`config.mk`:
```
export PLATFORM = sky130hd
export DESIGN_NAME = jt10_adpcmb_fetch_flat
export DESIGN_NICKNAME = d
export VERILOG_FILES = /design/src/rtl/jt10_adpcmb_fetch_pkg.sv /design/src/rtl/jt10_adpcmb_fetch_if.sv /design/src/rtl/jt10_adpcmb_romreq.sv /design/src/rtl/jt10_adpcmb_fetch.sv /design/src/flat_wrapper.sv
export SDC_FILE = /design/constraint.sdc
export NUM_CORES = 1
export LEC_CHECK = 0
export BUFFER_PORTS_ARGS = -buffer_cell sky130_fd_sc_hd__buf_4
export CAP_MARGIN = 25
export CORE_UTILIZATION = 35
export CTS_CLUSTER_DIAMETER = 150
export DETAILED_ROUTE_END_ITERATION = 10
export MAX_ROUTING_LAYER = met4
export SYNTH_ARGS = -nofsm -noshare
export SYNTH_HDL_FRONTEND = slang
export SYNTH_HIERARCHICAL = 1
export SYNTH_SLANG_ARGS = --single-unit
```
`constraint.sdc`:
```
create_clock -name clk -period 4.7 [get_ports clk]
set_input_delay 0.235 -clock clk [delete_from_list [all_inputs] [get_ports clk]]
set_output_delay 0.235 -clock clk [all_outputs]
set_load 0.05 [all_outputs]
```
`src/rtl/jt10_adpcmb_fetch_pkg.sv`:
```
// Shared types for the ADPCM-B nibble fetcher: fill target and nibble select.
package jt10_adpcmb_fetch_pkg;

  localparam int DEF_AW = 24;

  typedef enum logic {
    TGT_CUR = 1'b0,
    TGT_NXT = 1'b1
  } fill_tgt_e;

  function automatic logic [3:0] pick_nib(input logic [7:0] b, input logic sel);
    return sel ? b[3:0] : b[7:4];
  endfunction

endpackage

```
`src/rtl/jt10_adpcmb_fetch_if.sv`:
```
// ROM byte bus between the ADPCM-B fetcher (master) and the sample ROM (slave).
interface jt10_adpcmb_fetch_if
  import jt10_adpcmb_fetch_pkg::*;
#(
  parameter int AW = DEF_AW
);
  logic [AW-1:0] rom_addr;
  logic          rom_cs;
  logic [7:0]    rom_data;
  logic          rom_ok;

  modport master (output rom_addr, rom_cs, input rom_data, rom_ok);
  modport slave  (input rom_addr, rom_cs, output rom_data, rom_ok);
endinterface

```
`src/rtl/jt10_adpcmb_romreq.sv`:
```
// ROM request handshake: latch address, hold cs through SETUP/WAIT, strobe capture on ok.
module jt10_adpcmb_romreq
  import jt10_adpcmb_fetch_pkg::*;
#(
  parameter int AW = DEF_AW
) (
  input  logic          clk,
  input  logic          rst_n,
  input  logic          on,
  input  logic          req,
  input  logic [AW-1:0] req_addr,
  output logic          rdy,
  output logic          cap,
  output logic [AW-1:0] cap_tag,
  output logic [7:0]    cap_byte,
  jt10_adpcmb_fetch_if.master rom
);

  typedef enum logic [1:0] {
    IDLE  = 2'd0,
    SETUP = 2'd1,
    WAIT  = 2'd2
  } state_t;

  state_t        st, st_nx;
  logic [AW-1:0] addr_q;
  logic          cs;

  always_ff @(posedge clk or negedge rst_n) begin
    if (!rst_n) begin
      st     <= IDLE;
      addr_q <= '0;
    end else begin
      st <= st_nx;
      if (st == IDLE && on && req) addr_q <= req_addr;
    end
  end

  // SETUP never samples rom_ok: it may still be high from the previous address.
  always_comb begin
    st_nx = st;
    cs    = 1'b0;
    cap   = 1'b0;
    case (st)
      IDLE:  if (on && req) st_nx = SETUP;
      SETUP: begin
        cs    = 1'b1;
        st_nx = WAIT;
      end
      WAIT: begin
        cs = 1'b1;
        if (rom.rom_ok) begin
          cap   = 1'b1;
          st_nx = IDLE;
        end
      end
      default: st_nx = IDLE;
    endcase
    if (!on) begin
      st_nx = IDLE;
      cs    = 1'b0;
      cap   = 1'b0;
    end
  end

  assign rdy          = (st == IDLE);
  assign cap_tag      = addr_q;
  assign cap_byte     = rom.rom_data;
  assign rom.rom_addr = addr_q;
  assign rom.rom_cs   = cs;

endmodule

```
`src/rtl/jt10_adpcmb_fetch.sv`:
```
// ADPCM-B nibble fetcher: two-byte CUR/NXT buffer, prefetches ahead of the sample counter.
module jt10_adpcmb_fetch
  import jt10_adpcmb_fetch_pkg::*;
#(
  parameter int AW = 24
) (
  input  logic          clk,
  input  logic          rst_n,
  input  logic          cen,
  input  logic          on,
  input  logic [AW-1:0] addr,
  input  logic          nibble_sel,
  input  logic          adv,
  output logic [3:0]    data,
  output logic          miss,
  jt10_adpcmb_fetch_if.master rom
);

  typedef struct packed {
    logic [AW-1:0] tag;
    logic [7:0]    dat;
    logic          vld;
  } buf_t;

  buf_t          cur, nxt, fill;
  fill_tgt_e     tgt, req_tgt;
  logic          hit_cur, hit_nxt, no_hit, cons, promote;
  logic          req, req_rdy, cap, fill_ok;
  logic [AW-1:0] req_addr, cap_tag, addr_inc, cur_inc, nxt_inc;
  logic [7:0]    cap_byte;

  assign hit_cur  = cur.vld && (cur.tag == addr);
  assign hit_nxt  = nxt.vld && (nxt.tag == addr);
  assign no_hit   = !hit_cur && !hit_nxt;
  assign cons     = cen && on && adv;
  assign promote  = cons && !hit_cur && hit_nxt;
  assign addr_inc = addr + AW'(1);
  assign cur_inc  = cur.tag + AW'(1);
  assign nxt_inc  = nxt.tag + AW'(1);

  // A byte already sitting in NXT will be promoted, so it does not count as a CUR miss.
  always_comb begin
    req      = 1'b0;
    req_addr = addr;
    req_tgt  = TGT_CUR;
    if (on) begin
      if (no_hit) begin
        req      = 1'b1;
        req_addr = addr;
        req_tgt  = TGT_CUR;
      end else if (!nxt.vld) begin
        req      = 1'b1;
        req_addr = cur_inc;
        req_tgt  = TGT_NXT;
      end
    end
  end

  jt10_adpcmb_romreq #(.AW(AW)) u_romreq (
    .clk      (clk),
    .rst_n    (rst_n),
    .on       (on),
    .req      (req),
    .req_addr (req_addr),
    .rdy      (req_rdy),
    .cap      (cap),
    .cap_tag  (cap_tag),
    .cap_byte (cap_byte),
    .rom      (rom)
  );

  // Bytes that no longer sit at addr or addr+1 belong to an abandoned stream position.
  assign fill_ok = cap && ((cap_tag == addr) || (cap_tag == addr_inc));
  assign fill    = '{tag: cap_tag, dat: cap_byte, vld: 1'b1};

  always_ff @(posedge clk or negedge rst_n) begin
    if (!rst_n) begin
      cur <= '0;
      nxt <= '0;
      tgt <= TGT_CUR;
    end else if (!on) begin
      cur.vld <= 1'b0;
      nxt.vld <= 1'b0;
    end else begin
      if (req && req_rdy) tgt <= req_tgt;
      if (cons && !hit_cur) begin
        if (hit_nxt) begin
          cur     <= nxt;
          nxt.vld <= 1'b0;
        end else begin
          cur.vld <= 1'b0;
          nxt.vld <= 1'b0;
        end
      end
      // Promotion owns CUR this cycle; a fill can only land behind the new CUR.
      if (fill_ok) begin
        if (promote) begin
          if (cap_tag == nxt_inc) nxt <= fill;
        end else if (tgt == TGT_CUR) begin
          cur <= fill;
        end else begin
          nxt <= fill;
        end
      end
    end
  end

  always_ff @(posedge clk or negedge rst_n) begin
    if (!rst_n) begin
      data <= 4'd0;
      miss <= 1'b0;
    end else if (cen) begin
      miss <= cons && no_hit;
      if (!on)          data <= 4'd0;
      else if (adv) begin
        if (hit_cur)      data <= pick_nib(cur.dat, nibble_sel);
        else if (hit_nxt) data <= pick_nib(nxt.dat, nibble_sel);
        else              data <= 4'd0;
      end
    end
  end

endmodule

```
`src/flat_wrapper.sv`:
```
// flat-port wrapper written by rule: the top's interface ports become plain ports
module jt10_adpcmb_fetch_flat import jt10_adpcmb_fetch_pkg::*;
#(
  parameter int AW = 24
)
  (clk, rst_n, cen, on, addr, nibble_sel, adv, data, miss, rom_rom_addr, rom_rom_cs, rom_rom_data, rom_rom_ok);
  jt10_adpcmb_fetch_if #(.AW(AW)) rom_i ();
  input  logic clk;
  input  logic rst_n;
  input  logic cen;
  input  logic on;
  input  logic [AW-1:0] addr;
  input  logic nibble_sel;
  input  logic adv;
  output logic [3:0] data;
  output logic miss;
  output wire logic [$bits(rom_i.rom_addr)-1:0] rom_rom_addr;
  output wire logic [$bits(rom_i.rom_cs)-1:0] rom_rom_cs;
  input wire logic [$bits(rom_i.rom_data)-1:0] rom_rom_data;
  input wire logic [$bits(rom_i.rom_ok)-1:0] rom_rom_ok;
  assign rom_rom_addr = rom_i.rom_addr;
  assign rom_rom_cs = rom_i.rom_cs;
  assign rom_i.rom_data = rom_rom_data;
  assign rom_i.rom_ok = rom_rom_ok;
  jt10_adpcmb_fetch #(.AW(AW)) u_core (.clk(clk), .rst_n(rst_n), .cen(cen), .on(on), .addr(addr), .nibble_sel(nibble_sel), .adv(adv), .data(data), .miss(miss), .rom(rom_i));
endmodule
```
# == Yosys cells after proc, flatten, opt, wreduce, memory -nomap -nowiden ==
# Index checks and enable logic that the tools add are counted.
# word_totals
mem_bits_rw,0
mem_count,0
latchBits,0
reg_bits,98
inputBits,39
mem_bits_ro,0
output_inout_bits,30
# op_classes
n_shift,0
div_mod_pow,0
n_lt_le_gt_ge,0
mul,0
mux,35
n_eq_ne,11
n_bitwise,0
add_sub_neg,3
n_reduce_logical,23
# ops
op,n
$mux 33,7
$eq 24x24->1,5
$add 24x1->24 const B,3
$mux 24,3
$mux 32,1
$mux 4,6
$mux 1,14
$logic_and 1x1->1,13
$mux 2,3
$ne 3x3->1 const B,2
$pmux 2 s3,1
$reduce_and 2->1,3
$reduce_and 4->1,1
$eq 2x1->1 const B,1
$eq 2x2->1 const B,1
$logic_not 1->1,2
$logic_not 2->1,1
$ne 2x1->1 const B,1
$ne 2x2->1 const B,1
$reduce_bool 2->1,1
$reduce_or 2->1,1
$logic_or 1x1->1,1

# == Depth between registers and ports, before layout ==
# logic_depth
word_depth,10
ltp_mapped,13
ltp_nobuf,11

# == Hierarchy ==
# The synthesis kept the hierarchy.
# modules_own_cells
mod,n_inst,cells_per_inst,area_per_inst_um2
jt10_adpcmb_fetch,1,774,6431.2
jt10_adpcmb_romreq,1,101,1388.8

# == Worst setup path after synthesis ==
# OpenSTA, ideal clock, no wires.
# synth_path
path_type,reg2reg
start,reg u_core/nxt[10] in the netlist's numbering
end,reg u_core/nxt[10] in the netlist's numbering
arrival_ps,3118
required_ps,4575
setup_time_ps,125
path_stages_with_launch,11
n_path_buf,1
path_slack_ps,1457
path_cell_list,dfrtp_1 ha_1 nand3_1 or4_1 nor4b_1 a311oi_1 nor4_1 nand4b_1 a211oi_4 buf_6 mux2_4
# synth_between
elab_chain_cells,5
elab_cells_between_ends,9
classes_between,1 x add/sub; 3 x eq/ne; 1 x mux; 4 x reduce/logical
# synth_lines
item,line,rtl
from (decl),jt10_adpcmb_fetch.sv:25,"buf_t cur, nxt, fill;"
from (signal assigned),jt10_adpcmb_fetch.sv:98,if (cap_tag == nxt_inc) nxt <= fill;
from (signal assigned),jt10_adpcmb_fetch.sv:102,nxt <= fill;
branches (longest 5 deep; another with $add 24x1->24),-,
# Parallel ways; which one is timed is not known.
# A chain may end at the register's enable or synchronous reset.

# == Worst setup path after layout ==
# layout_path
start,reg u_core/nxt[9] in the netlist's numbering
end,reg u_core/nxt[1] in the netlist's numbering
# Same word-level chain as after synthesis.

==> run_results.csv <==
group,metric,value,unit
power,p_sw,1.03,mW
critical_path,cpPeakStageDelay,0.59,ns
timing,worst_slew_pin_slew,0.903,ns
routing,wirelength,23.3,mm
yosys,yosysTopAreaCellShare,31.4,%
timing,finalSetupViolCount,0,
power,combPwrFrac,31.5,%
clock_tree,clk_pin_slew,0.08,ns
critical_path,arrival,4.05,ns
timing,fin_setup_tns,0,ns
placed_design,post-dp-hpwl,16.8,mm
grt,track_usage,21.8,%
critical_path,critical_path.max_fanout,19,
floorplanning,dieArea,22900,sq um
power,power_frac_clock,27.9,%
power,power.internal,1.59,mW
timing,min_period_over_period,81.1,%
clock_tree,clkLatencyLatePin,0.36,ns
yosys,syn_area,7820,sq um
critical_path,critPathTopFamily,"simple AND/OR/NAND/NOR gates",
yosys,yosys_warnings,6,
critical_path,worstSetupEndpointType,"flop",
grt,grt_max_degree,67,
yosys,async_reset_ff_share,100,%
yosys,seq_area_frac_synth,31.4,%
yosys,ys_seq_elements,98,
yosys,synth-main-ff-cell,"dfrtp_1",
critical_path,path_buf_inv,1,
power,power.density,306,nW/um^2
routing,firstDrtPassIters,4,
final_layout,finalInstanceArea,8540,sq um
outcome,status,"completed",
grt,antenna_found_initial,0,
placed_design,place.gp.congestion,0.963,
flow_run,drv_cap,0,
critical_path,crit_slowest_cell,"or4_1",
grt,grt_pass1_vias,6379,
final_layout,mostFrequentLayoutCell,"dfrtp_1",
critical_path,worstPathRequired,4.94,ns
yosys,synth_top_cell_by_area,"dfrtp_1",
timing,min_period,3.81,ns
placed_design,postPlaceCellArea,8230,sq um
power,swShare,39.3,%
grt,grt.overflow.total,0,
timing,grt_setup_unrepaired,"false",
yosys,synth-edff-count,0,
power,peakVddDrop,171,uV
placed_design,port_buffers,68,
yosys,syn_inst,875,
final_layout,drive_above_1_share,20.0,%
clock_tree,cts_num_sinks,98,
clock_tree,cts_max_level,3,
worst_hold_path,hold_depth,2,
placed_design,placedCellCount,1130,
critical_path,path_cells,"ha_1, nand3_1, or4_1, nor4b_1, a311oi_1, nor4_1, nand4b_1, a211oi_4, buf_4, mux2_2",
routing,final_antenna_net_count,0,
final_layout,antenna_cells,0,
routing,vias,6551,
routing,drc,0,
power,seq_power_share,40.6,%
timing,slew_headroom,39.8,%
clock_tree,root_buffer,"clkbuf_16",
critical_path,critPathKind,"flop to flop",
worst_hold_path,hp-class,"input pin to flop",
floorplanning,initial_core_util,35.7,%
routing,routedWlPerCell,20.3,um
routing,drtIter0Drc,391,
final_layout,layout_common_cells,"98 x dfrtp_1, 84 x xor2_1, 79 x buf_4",
final_layout,area_growth,9.17,%
timing,fin_skew,0.0120,ns
power,p_leak,3.62,nW
clock_tree,cts_buffer_depth,2,
final_layout,stdcell_count,1148,
yosys,yosysUniqueCellTypes,70,
floorplanning,die_y,151,um
grt,grt_pass1_wl,36.4,mm
floorplanning,placementRows,54,
critical_path,reg2regPathDepth,10,
clock_tree,post-cts-setup-buffers,0,
critical_path,cp.depth,10,
clock_tree,cts-buffers-inserted,9,
timing,slew_violations,0,
critical_path,startpoint_type,"flop",
yosys,syn_nets,920,
final_layout,final_nets,908,
timing,hold_violations,0,
yosys,avgSynthCellArea,8.94,sq um
power,power.total,2.61,mW
floorplanning,dieWidth,151,um
yosys,synth.area.top_cells,"dfrtp_1 31%, mux2_4 9.6%, xor2_1 9.4%",
timing,maxClockFrequency,0.262,GHz
routing,drt-vias-per-instance,5.71,
timing,timing.hold.ws,0.0690,ns
floorplanning,coreArea,21900,sq um
floorplanning,io_pins,69,
clock_tree,cts_tree,"built",
==> cell usage after synthesis (7+ instances only) <==
cell      count
inv_1        16
mux2_4       50
xnor2_1      51
clkbuf_1     48
xor2_1       84
nand2b_1     10
nor2b_1       7
buf_2        18
nor3_1       12
nor2_1       78
nand2_1      39
a31oi_1      36
nand4b_1     12
mux2_2       10
nand4_1      23
a21oi_1      30
dfrtp_1      98
nor4_1       24
nand3_1      50
and3_1        8
buf_4        32
o21ai_0      46
==> power groups by stage <==
stage	clock network [mW]	registers, mW	logic (mW)
floorplan	0	0.988	0.689
global placement	0	1.08	0.817
detailed placement	0	1.08	0.819
CTS	0.744	1.06	0.823
global route	0.774	1.07	0.881
finish	0.729	1.06	0.823
==> metal layers <==
layer	vias to the layer above	GRT usage (%)	wire length [um]
li1	3065	-	-
met3	32	2.63	1240
met4	0	7.60	582
met2	205	33.0	10500
met5	-	-	0
met1	3249	29.9	11000
==> metrics by stage <==
step | utilization (%) | setup slack [ns]
2_1_floorplan | - | 1.46
3_3_place_gp | 37.6 | 1.03
3_5_place_dp | 37.6 | 0.935
4_1_cts | 38.9 | 0.917
5_1_grt | 39.0 | 0.567
6_report | 39.0 | 0.886
==> flip-flops by register name, indices dropped and copies added (netlist names) <==
signal and count:
u_core/miss 1, u_core/u_romreq/cap_tag 24, u_core/cur 33, u_core/data 4, u_core/u_romreq/st 2, u_core/nxt 33, u_core/tgt 1
==> what timing repair did <==
action,in CTS,in global routing
gates resized for setup,0,0
setup endpoints to repair,0,0
hold buffers,1,0
hold endpoints to repair,52,0
==> cell type report <==
class / count / area (sq um)
Clock buffer: 10 / 229
Clock inverter: 6 / 51.3
Fill cell: 2212 / 13400
Inverter: 17 / 63.8
Multi-Input combinational cell: 655 / 4750
Sequential cell: 98 / 2450
Tap cell: 280 / 350
Timing Repair Buffer: 82 / 638
==> logic make-up after synthesis <==
| logic type | count (synthesis) | share of synthesized area, % |
|---|---|---|
| AND/OR/NAND/NOR | 291 | 19.6 |
| XOR/XNOR | 135 | 15.1 |
| AO/OA/AOI/OAI | 156 | 12.7 |
| buffers and inverters | 122 | 8.16 |
| multiplexers | 67 | 12.1 |
| adder cells (fa/ha/maj) | 6 | 0.960 |
| flip-flops | 98 | 31.4 |
==> worst register-to-register path: stages, from the launching register on <==
cell and delay, ns:
dfrtp_1 0.49, ha_1 0.32, nand3_1 0.23, or4_1 0.59
nor4b_1 0.33, a311oi_1 0.08, nor4_1 0.37, nand4b_1 0.21
a211oi_4 0.29, buf_4 0.40, mux2_2 0.38
==> path summary, 6_finish.rpt <==
path	from	endpoint	slack, ns
setup reg to reg	u_core/nxt[9]$_DFFE_PN0P_	u_core/nxt[1]$_DFFE_PN0P_	0.89
hold reg to reg	u_core/data[2]$_DFFE_PN0P_	u_core/data[2]$_DFFE_PN0P_	0.52
min in group asynchronous	rst_n	u_core/tgt$_DFFE_PN0P_	0.47
max in group asynchronous	rst_n	u_core/u_romreq/cap_tag[14]$_DFFE_PN0P_	3.13
setup / recovery	u_core/nxt[9]$_DFFE_PN0P_	u_core/nxt[1]$_DFFE_PN0P_	0.89
hold / removal	cen	u_core/miss$_DFFE_PN0P_	0.07
Note: power is estimated with default switching activity, not from simulation.
